===== src/rtl/seq_mem_8x8b_1r1w_rf_pw.sv =====
// Purpose: 8-entry x 8-bit scratch register file, one combinational read port, one nibble-masked write port.
// Latency: write commits on the rising clk edge (visible next cycle); read is combinational, 0 cycles, no write bypass.
// Backpressure: none; a write is accepted every cycle, and write_nibble_en = 2'b00 is an idle cycle.
module seq_mem_8x8b_1r1w_rf_pw (
    input  logic       clk,
    input  logic       reset,
    input  logic [2:0] read_addr,
    output logic [7:0] read_data,
    input  logic [1:0] write_nibble_en,
    input  logic [2:0] write_addr,
    input  logic [7:0] write_data
);

    // Whole array held as one packed vector so next-state can be built by a single copy plus a targeted merge.
    logic [7:0][7:0] mem_q;
    logic [7:0][7:0] mem_d;

    // Next-state: every entry holds, except the enabled nibbles of the addressed entry.
    always_comb begin
        mem_d = mem_q;
        if (write_nibble_en[0]) begin
            mem_d[write_addr][3:0] = write_data[3:0];
        end
        if (write_nibble_en[1]) begin
            mem_d[write_addr][7:4] = write_data[7:4];
        end
    end

    // Array state: reset clears all entries at once and wins over any write in flight.
    always_ff @(posedge clk or posedge reset) begin
        if (reset) begin
            mem_q <= '0;
        end else begin
            mem_q <= mem_d;
        end
    end

    // The read mux looks only at stored state, so a same-address write shows up only after the edge.
    assign read_data = mem_q[read_addr];

endmodule


===== config.mk =====
export PLATFORM = sky130hd
export DESIGN_NAME = seq_mem_8x8b_1r1w_rf_pw
export DESIGN_NICKNAME = d
export VERILOG_FILES = /design/src/rtl/seq_mem_8x8b_1r1w_rf_pw.sv
export SDC_FILE = /design/constraint.sdc
export NUM_CORES = 1
export LEC_CHECK = 0
export CORE_ASPECT_RATIO = 1.2
export CORE_MARGIN = 4
export CORE_UTILIZATION = 43
export DETAILED_ROUTE_END_ITERATION = 8
export PLACE_DENSITY = 0.69
export RECOVER_POWER = 100
export SYNTH_ARGS = -nofsm -noshare
export SYNTH_HDL_FRONTEND = slang
export SYNTH_SLANG_ARGS = --single-unit

===== constraint.sdc =====
create_clock -name clk -period 3.15 [get_ports clk]
set_input_delay 0.63 -clock clk [delete_from_list [all_inputs] [get_ports clk]]
set_output_delay 0.63 -clock clk [all_outputs]
set_load 0.01 [all_outputs]

## Word-level counts from Yosys, hierarchy flattened

Cells that the tools add are included.

| cells by class | value |
|---|---|
| order comparisons | 3 |
| reduce and logical (&&, ||, !) cells | 1 |
| muxes and demuxes | 10 |

Operators by type and width:

| cell | number |
|---|---|
| $bwmux 64 | 2 |
| $mux 64 | 2 |
| $demux 8 s3 | 2 |
| $bmux 8 s3 | 1 |
| $mux 8 | 2 |
| $lt 3x4->1 const B | 2 |
| $mux 4 | 1 |
| $ge 3x1->1 const B | 1 |
| $logic_and 1x1->1 | 1 |

| storage, ports and cells | value |
|---|---|
| bits of input ports | 18 |
| bits in registers | 64 |
| logic and storage cells | 22 |
| output and inout bits | 8 |

## Depth between registers and ports, before layout

| logic depth | value |
|---|---|
| depth in word-level cells | 8 |
| depth in mapped cells | 4 |
| depth with buffers taken out | 2 |

## Worst setup path after synthesis

OpenSTA, ideal clock, no wires.

| timing path | value |
|---|---|
| path kind | input -> output |
| from | in read_addr[2] |
| to | out read_data[1] |
| path buffers | 2 |
| data arrival time | 1.677 ns |
| data required time | 2.520 ns |
| stages on the path | 4 |
| path slack | 0.843 ns |
| cells stage by stage | buf_6 -> buf_6 -> mux4_2 -> mux2_2 |

| between the ends | value |
|---|---|
| word-level cells in the longest chain between the ends | 2 |

Ends and longest elaborated chain:

| what | line | RTL |
|---|---|---|
| start: declaration | 7 | `input logic [2:0] read_addr,` |
| $bmux 8 s3 | 39 | `assign read_data = mem_q[read_addr];` |
| $mux 8 (not written as such) | 39 |  |
| end: declaration | 8 | `output logic [7:0] read_data,` |

Every way passes these cells. The select of a mux whose other input is x is not followed.

## Worst setup path in the final report

Same ends and word-level chain as after synthesis.

==> impl_metrics.toml <==
[outcome]
status = "finished, final reports clean"

[power]
power_frac_seq_pct = 46.7
netSwitchingPower_mw = 0.558
netSwitchingFraction_pct = 23.9
ir_drop_uv = 316
clock_power_share_pct = 32.5
power_frac_comb_pct = 20.8
p_leak_nw = 1.54
p_int_mw = 1.78
power_density_mw_per_mm2 = 636

[die]
num_rows = 34
initial_core_util_pct = 44.5
ios = 26
die-area_mm2 = 0.00898
core-area_mm2 = 0.00727
dieHeight_um = 103
die_x_um = 87.2

[timing]
rsz0062_at_grt = "false"
skew_ns = 0
slew_headroom_pct = 19.4
fin_crit_ns = 3.07
finalCritPeriodShare_pct = 97.3
worstMarginPinSlew_ns = 1.19
max_freq_ghz = 0.326
final-hold-violation-count = 0
drv_slew = 0
finalSetupViolCount = 0

[global_route]
grt_overflow = 0
grtUsageTotal_pct = 16.4
grt_pass1_vias = 1908
grt_max_degree = 40
grt_pass1_wl_um = 10600
antenna_found_initial = 0

[clocking]
root_buffer = "clkbuf_8"
clock_path_buffers = 2
htree_levels = 3
clkTransAtPathRegs_ns = 0.06
clock-sinks = 64
worstSkewPairLatency_ns = 0.34
ctsHoldBuffers = 0
cts_buffers = 9
cts_tree = "built"

[detailed_routing]
routed_wl_um = 6540
drc_errors = 0
ant_nets = 0
drt_iter0_markers = 69
firstDrtPassIters = 4
vias = 1739
route.detailed.wl_per_inst_um = 20.7
vias_per_cell = 5.52

[cells_and_area]
nets = 238
largest_reg_flops = 64
layout.cells.non_filler = 315
fin_util_pct = 50.6
reg_top3 = "mem_q (64)"
area_growth_pct = 13.7
regMostFlops = "mem_q"
antenna_cells = 0
drive_above_1_share_pct = 44.4

[synthesis]
synth_top_cell_by_area = "dfrtp_1"
synth_area_mm2 = 0.00324
synth_area_leaders = "dfrtp_1, mux2_2, mux4_2"
synth_nets = 195
synth-main-ff-cell = "dfrtp_1"
netlist_instances = 177
yosysTopAreaCellShare_pct = 49.5
syn_avg_cell_area_um2 = 18.3
synth_common_cells = "dfrtp_1, mux2_2, mux4_2, mux2_4, buf_6"
async_flop_share_pct = 100
synth.distinct_cells = 15
synth_edf_count = 0
ys_seq_area_share_pct = 49.5
synth.most_common_cell = "dfrtp_1"
synth_warnings = 0
ys_seq_elements = 64

[critical_path]
cp_max_fo = 7
cp_data_arrival_time_ns = 2.44
required_ns = 2.52
start_kind = "input pin"
crit_type = "in2out"
worstSetupEndpointType = "output pin"

[hold_path]
hold_path.class = "reg2reg"

[placement]
hpwl_um = 4320
dp_cells = 296
io_buffers = 25
gp_congestion = 0.747

[run]
maxCapViolCount = 0
worst max-delay path, stage by stage:
cell	delay, ns
dlygate4sd2_1	0.28
bufbuf_16	0.30
mux4_2	0.48
mux2_2	0.26
clkdlybuf4s50_1	0.47
repair_timing:
action,CTS,global route
setup buffers,1,0
gates resized for setup,2,1
gates cloned,2,0
endpoints found under the setup margin,8,1
endpoints found under the hold margin,0,0
kinds of logic (layout without fill, tap and decap cells):
| family | count (synthesis) | after routing | synth area share, % |
|---|---|---|---|
| buffers and inverters | 9 | 57 | 2.67 |
| DFF | 64 | 64 | 49.5 |
| and+or+nand+nor | 16 | 16 | 10.2 |
| muxes | 88 | 88 | 37.6 |
area by class of cell:
class / count / area, um^2
Multi-Input combinational cell: 104 / 1330
Timing Repair Buffer: 40 / 410
Fill cell: 615 / 3600
Clock inverter: 2 / 35.0
Tap cell: 90 / 113
Clock buffer: 14 / 183
Sequential cell: 64 / 1600
Inverter: 1 / 3.75
power by group through the flow:
stage	Sequential, mW	Combinational, mW	Clock (mW)
2_1_floorplan	1.07	0.378	0
3_3_place_gp	1.10	0.518	0
3_5_place_dp	1.11	0.530	0
4_1_cts	1.10	0.545	0.776
5_1_grt	1.11	0.531	0.816
6_report	1.09	0.486	0.759
per-stage QoR:
step / power (mW) / setup TNS [ns] / setup WS (ns) / hold slack, ns / area (um^2)
finish: 2.34 / 0 / 0.0848 / 0.487 / 3680
global placement: 1.62 / -0.549 / -0.0762 / 0.462 / 3640
floorplan: 1.45 / 0 / 0.843 / 0.452 / 3240
detailed placement: 1.64 / -0.605 / -0.0976 / 0.477 / 3640
global route: 2.46 / 0 / 0.0116 / 0.514 / 3680
CTS: 2.42 / 0 / 0.0407 / 0.490 / 3930
path summary, 6_finish.rpt:
| path | from | endpoint | slack (ns) | cells past startpoint |
|---|---|---|---|---|
| worst max-delay path | read_addr[2] | read_data[1] | 0.08 | 5 |
| worst min-delay path | mem_q[15] | mem_q[15] | 0.49 | 1 |
| worst max register to register | mem_q[53] | mem_q[53] | 2.33 | 1 |
| worst min register to register | mem_q[15] | mem_q[15] | 0.49 | 1 |
| max in group asynchronous | reset | mem_q[27] | 0.69 | 3 |
| min in group asynchronous | reset | mem_q[31] | 0.95 | 2 |
per-layer routing:
metal | vias to the layer above | GRT usage (%) | routed length, um
met5 | - | 0 | 0
met2 | 37 | 26.8 | 3280
met4 | 0 | 6.73 | 89
met3 | 9 | 4.56 | 251
met1 | 916 | 20.6 | 2910
li1 | 777 | - | -
placed cells by master (no fill, tap or decap):
cell type        instances
clkinv_2                 1
mux4_2                  16
clkbuf_1                 3
buf_4                    7
inv_1                    1
nor4bb_1                 3
clkdlybuf4s15_1          1
bufbuf_16                1
nand4b_1                 6
dlygate4sd3_1            2
nand4_1                  2
mux2_1                  16
mux2_2                  53
and4bb_1                 3
dlygate4sd2_1            1
clkbuf_2                 2
clkbuf_8                13
dfrtp_1                 64
mux2_4                   3
buf_12                   2
nor4b_1                  2
bufbuf_8                 1
bufinv_16                1
clkdlybuf4s50_1         21
(Power assumes the default switching activity.)
==> RTL change 1 (same settings) <==
Reset style: synchronous (`reset`), changed in one clocked block.
--- a/src/rtl/seq_mem_8x8b_1r1w_rf_pw.sv
+++ b/src/rtl/seq_mem_8x8b_1r1w_rf_pw.sv
@@ -29,3 +29,3 @@
     // Array state: reset clears all entries at once and wins over any write in flight.
-    always_ff @(posedge clk or posedge reset) begin
+    always_ff @(posedge clk) begin
         if (reset) begin
Check against the original RTL: differs if reset is asserted again (counterexample within 4 cycles, from zero or initial values and one cycle with reset high); with reset held inactive, the same outputs for 4 cycles.
==> RTL change 1 against the unedited design <==
Non-clock buffer count unchanged. Area after synthesis decreased by 7.5%. Clock skew unchanged. Final area decreased by 7.0%. Routed wire length decreased by 0.17%. Global-route usage decreased by 0.26 points. Critical endpoint is now read_data[4]. Setup slack got worse by 0.029 ns. Sequential cell count unchanged. Largest cell class is now multi-input combinational cells. Die area decreased by 6.9%.
Power is not compared: it rests on default switching activity, and its combinational part moved more than twofold at a synthesized area within 25%.
==> RTL change 1: results (changes against the unedited design) <==
worst_setup_path:
  path_max_fanout: 13  # was 7
  crit_path_max_incr_delay_ns: 0.57  # was 0.48 ns
  r2r_slack_ns: 2.50  # was 2.33 ns
  worstPathArrival_ns: 2.46  # was 2.44 ns
  reg2reg_from: "mem_q[54]$_SDFFE_PP0P_"  # was mem_q[53]$_DFFE_PP0P_
  reg2reg_to: "mem_q[54]$_SDFFE_PP0P_"  # was mem_q[53]$_DFFE_PP0P_
  reg2reg_depth: 2  # was 1
  critical-path-slowest-cell: "mux4_1"  # was mux4_2
  worstSetupEndpoint: "read_data[4]"  # was read_data[1]
grt:
  grt_pass1_wl_um: 10300  # was 10,600 um
  first_global_vias: 2033  # was 1,908
  track_usage: 0.161  # was 0.164
  grt_max_degree: 37  # was 40
route:
  vias: 1991  # was 1,739
  drtIter0Drc: 85  # was 69
  met3_length_um: 228  # was 251 um
  wl_met2_um: 3290  # was 3280 um
  top_layer: "met4"  # unchanged
  wire_per_inst_um: 17.4  # was 20.7 um
  met1Wirelength_um: 2900  # was 2910 um
placed_design:
  dp_hpwl_um: 4460  # was 4320 um
  gp_congestion: 0.715  # was 0.747
  numPortBuffers: 25  # unchanged
  pre_cts_ws_ns: -0.144  # was -0.0976 ns
layout:
  n_antenna_cell: 0  # unchanged
  top_register: "mem_q"  # unchanged
  fillers: 662  # was 615
  nets: 301  # was 238
  biggestRegsByFlops: "mem_q x64"  # unchanged
  drive_above_1_share: 0.125  # was 0.444
sta:
  hold_ws_ns: 0.489  # was 0.487 ns
  max_freq_mhz: 323  # was 326 MHz
  tightest_slew_ns: 1.32  # was 1.19 ns
worst_hold_path:
  whs_path_depth: 2  # was 1
  hold_start: "mem_q[35]$_SDFFE_PP0P_"  # was mem_q[15]$_DFFE_PP0P_
  min_path_type: "flop to flop"  # unchanged
  worstHoldEndpoint: "mem_q[35]$_SDFFE_PP0P_"  # was mem_q[15]$_DFFE_PP0P_
synthesis:
  ys_types: 16  # was 15
  ys_top_cells_by_count: "dfxtp_1, mux2i_1, nor2_1"  # was dfrtp_1, mux2_2, mux4_2
  syn_nets: 281  # was 195
  yosys_warnings: 0  # unchanged
  ys_seq_area_frac: 0.428  # was 0.495
  async_reset_ff_frac: 0  # was 1.00
  netlist_top_cells_area: "dfxtp_1, mux2i_1, mux4_1"  # was dfrtp_1, mux2_2, mux4_2
run_status:
  run_status: "completed"  # unchanged
power_and_ir_drop:
  power.leakage_nw: 1.52
clock_network:
  clock_latency_ns: 0.33
RTL change 1: logic make-up after synthesis:
| group | synth area share |
|---|---|
| mux | 0.382 |
| flops | 0.428 |
| buf+inv | 0.0518 |
| simple gates | 0.138 |
RTL change 1: layout make-up:
type / count / area (sq um) / share of cell area
clock buffers: 12 / 145 / 0.0424
clock inverters: 4 / 30.0 / 0.00878
multi-input cells: 168 / 1510 / 0.442
flip-flops and latches: 64 / 1280 / 0.374
well taps: 87 / 109 / 0.0318
repair buffers: 40 / 345 / 0.101
RTL change 1: layer usage:
metal | up-vias | track usage
met5 | - | 0
met4 | 0 | 0.0656
met3 | 10 | 0.0423
met2 | 37 | 0.273
met1 | 970 | 0.195
li1 | 974 | -
RTL change 1: what timing repair did:
| action | 4_1_cts | 5_1_grt |
|---|---|---|
| resized for setup | 11 | 1 |
| setup buffers | 1 | 0 |
| endpoints found under the setup margin | 8 | 1 |
RTL change 1: worst min-delay path, stage by stage, from the launching register on:
cell	delay (ns)
dfxtp_1	0.32
mux2i_1	0.06
nor2_1	0.07
RTL change 1: per-stage QoR:
stage	cells	setup TNS, ns	area (sq um)	utilization
finish	375	0	3420	0.502
global route	375	0	3420	0.502
CTS	375	0	3490	0.512
detailed placement	358	-0.898	3310	0.486
global placement	358	-0.782	3310	0.486
floorplan	263	0	2990	-
RTL change 1: power by group through the flow:
| stage | logic (W) | registers (W) | clock network (W) |
|---|---|---|---|
| floorplan | 0.000111 | 0.000850 | 0 |
| global placement | 0.000159 | 0.000853 | 0 |
| detailed placement | 0.000162 | 0.000854 | 0 |
| CTS | 0.000163 | 0.000835 | 0.000643 |
| global route | 0.000168 | 0.000837 | 0.000684 |
| finish | 0.000156 | 0.000836 | 0.000624 |
==> RTL change 2 (config.mk and constraints unchanged) <==
Made on the original files. Put a register stage on the output `read_data`. The value now appears one clock later.
--- a/src/rtl/seq_mem_8x8b_1r1w_rf_pw.sv
+++ b/src/rtl/seq_mem_8x8b_1r1w_rf_pw.sv
@@ -38,3 +38,5 @@
     // The read mux looks only at stored state, so a same-address write shows up only after the edge.
-    assign read_data = mem_q[read_addr];
+    always_ff @(posedge clk) begin
+        read_data <= mem_q[read_addr];
+    end
 
Check against the original RTL: not equivalent (a bounded check fails within 4 cycles, from zero or initial values and one cycle with reset high).
==> RTL change 2 against the unedited design <==
Final cell count is 1.3% lower. Setup slack better by 0.66 ns. Area after synthesis is 2.4% lower. Count of clock-buffer cells in the layout is 1 lower. Final area is 0.41% higher. Sequential cell count is 8 higher. Routed wire length is 7.7% lower. Largest power group unchanged. Total power is 2.6% higher.
==> RTL change 2: results (changes against the unedited design) <==
layout:
  final_cells: 311  # was 315
  biggestRegsByFlops: "mem_q x64, read_data x8"  # was mem_q x64
  drive_above_1_share: 0.388  # was 0.444
  nets: 237  # was 238
synthesis:
  ys_seq_area_frac: 0.558  # was 0.495
  ys_types: 14  # was 15
  async_reset_ff_frac: 0.889  # was 1.00
  ys_top_cells_by_count: "dfrtp_1, mux2_2, mux2_1"  # was dfrtp_1, mux2_2, mux4_2
  netlist_top_cells_area: "dfrtp_1, mux2_2, mux4_2"  # unchanged
  syn_inst: 185  # was 177
  yosys_warnings: 0  # unchanged
  syn_nets: 203  # was 195
power_and_ir_drop:
  power.leakage_nw: 1.53  # was 1.54 nW
  max-vdd-ir-drop_mv: 0.314  # was 0.316 mV
sta:
  fin_crit_ns: 2.40  # was 3.07 ns
  finalClockSkew_ns: 0.00818  # was 0 ns
  tightest_slew_ns: 1.30  # was 1.19 ns
  setup-tns-final_ns: 0  # unchanged
clock_network:
  clockBufferDepth: 2  # unchanged
  numCtsBuffers: 9  # unchanged
  clock_latency_ns: 0.34  # about the same
  cts_resized: 0  # was 2
  root_buffer: "clkbuf_8"  # unchanged
  path_clk_slew_ns: 0.07
  h-tree-depth: 3  # unchanged
  cts_setup_buffers: 0  # was 1
route:
  drtIter0Drc: 73  # was 69
  first_pass_iters: 4  # unchanged
  via_per_inst: 5.61  # was 5.52
  wire_per_inst_um: 19.4  # was 20.7 um
worst_setup_path:
  critical-path-slowest-cell: "dlygate4sd3_1"  # was mux4_2
  r2r_slack_ns: 1.91  # was 2.33 ns
  path_max_fanout: 8  # was 7
  worstPathArrival_ns: 2.63  # was 2.44 ns
  crit_path_max_incr_delay_ns: 0.89  # was 0.48 ns
placed_design:
  numPortBuffers: 25  # unchanged
  dp_hpwl_um: 4180  # was 4320 um
  dp_cells: 295  # was 296
  pre_cts_ws_ns: 0.664  # was -0.0976 ns
  placed_area_sq_um: 3510  # was 3640 sq um
  gp_congestion: 0.721  # was 0.747
grt:
  first_global_vias: 1888  # was 1,908
  antenna_found_initial: 0  # unchanged
  track_usage: 0.153  # was 0.164
  grt_pass1_wl_um: 9980  # was 10,600 um
  grt_max_degree: 35  # was 40
worst_hold_path:
  min_path_type: "flop to flop"  # unchanged
run_status:
  run_status: "completed"  # unchanged
RTL change 2: changes by cell type in the layout (fill, tap and decap cells not counted), moves of 2 or more:
cell,unedited run,this run
and4bb_1,3,6
buf_12,2,0
buf_4,7,5
clkbuf_2,2,0
clkbuf_8,13,11
clkdlybuf4s50_1,21,13
dfxtp_1,0,8
dlygate4sd3_1,2,12
mux2_1,16,20
mux2_4,3,0
nor4bb_1,3,0
RTL change 2: report_power, final:
part	leakage, nW	internal, W	switching, W
clock	0.103	0.000407	0.000321
sequential	0.835	0.00113	0.0000930
combinational	0.595	0.000291	0.000151
RTL change 2: cell type report:
type,instances,area (sq um)
Multi-Input combinational cell,104,1330
Clock inverter,3,40.0
Tap cell,87,109
Inverter,1,3.75
Sequential cell,72,1760
Timing Repair Buffer,31,292
Fill cell,586,3280
Clock buffer,13,159
RTL change 2: metrics by stage:
stage	hold WS, ns	utilization	total power, W
2_1_floorplan	0.452	-	0.00154
3_3_place_gp	0.463	0.503	0.00169
3_5_place_dp	0.470	0.503	0.00171
4_1_cts	0.491	0.532	0.00246
5_1_grt	0.506	0.529	0.00253
6_report	0.485	0.529	0.00240
RTL change 2: logic make-up (layout without fill, tap and decap cells):
kind of cell / after synthesis / count (layout) / share of synthesized area
multiplexers: 88 / 88 / 0.371
flip-flops: 72 / 72 / 0.558
buffers and inverters: 9 / 48 / 0.0174
AND/OR/NAND/NOR: 16 / 16 / 0.0539
RTL change 2: final timing paths:
kind	start	to	cells after the start
setup / recovery	read_addr[2]	read_data[7]$_DFF_P_	4
hold / removal	mem_q[33]$_DFFE_PP0P_	mem_q[33]$_DFFE_PP0P_	1
setup reg to reg	mem_q[63]$_DFFE_PP0P_	read_data[7]$_DFF_P_	2
hold reg to reg	mem_q[33]$_DFFE_PP0P_	mem_q[33]$_DFFE_PP0P_	1
max in group asynchronous	reset	mem_q[15]$_DFFE_PP0P_	3
min in group asynchronous	reset	mem_q[48]$_DFFE_PP0P_	2
RTL change 2: routing by layer:
metal	global-route usage	vias up	share of wire
li1	-	784	-
met1	0.199	915	0.44
met2	0.247	35	0.51
met3	0.0323	12	0.034
met4	0.0731	0	0.020
met5	0	-	0
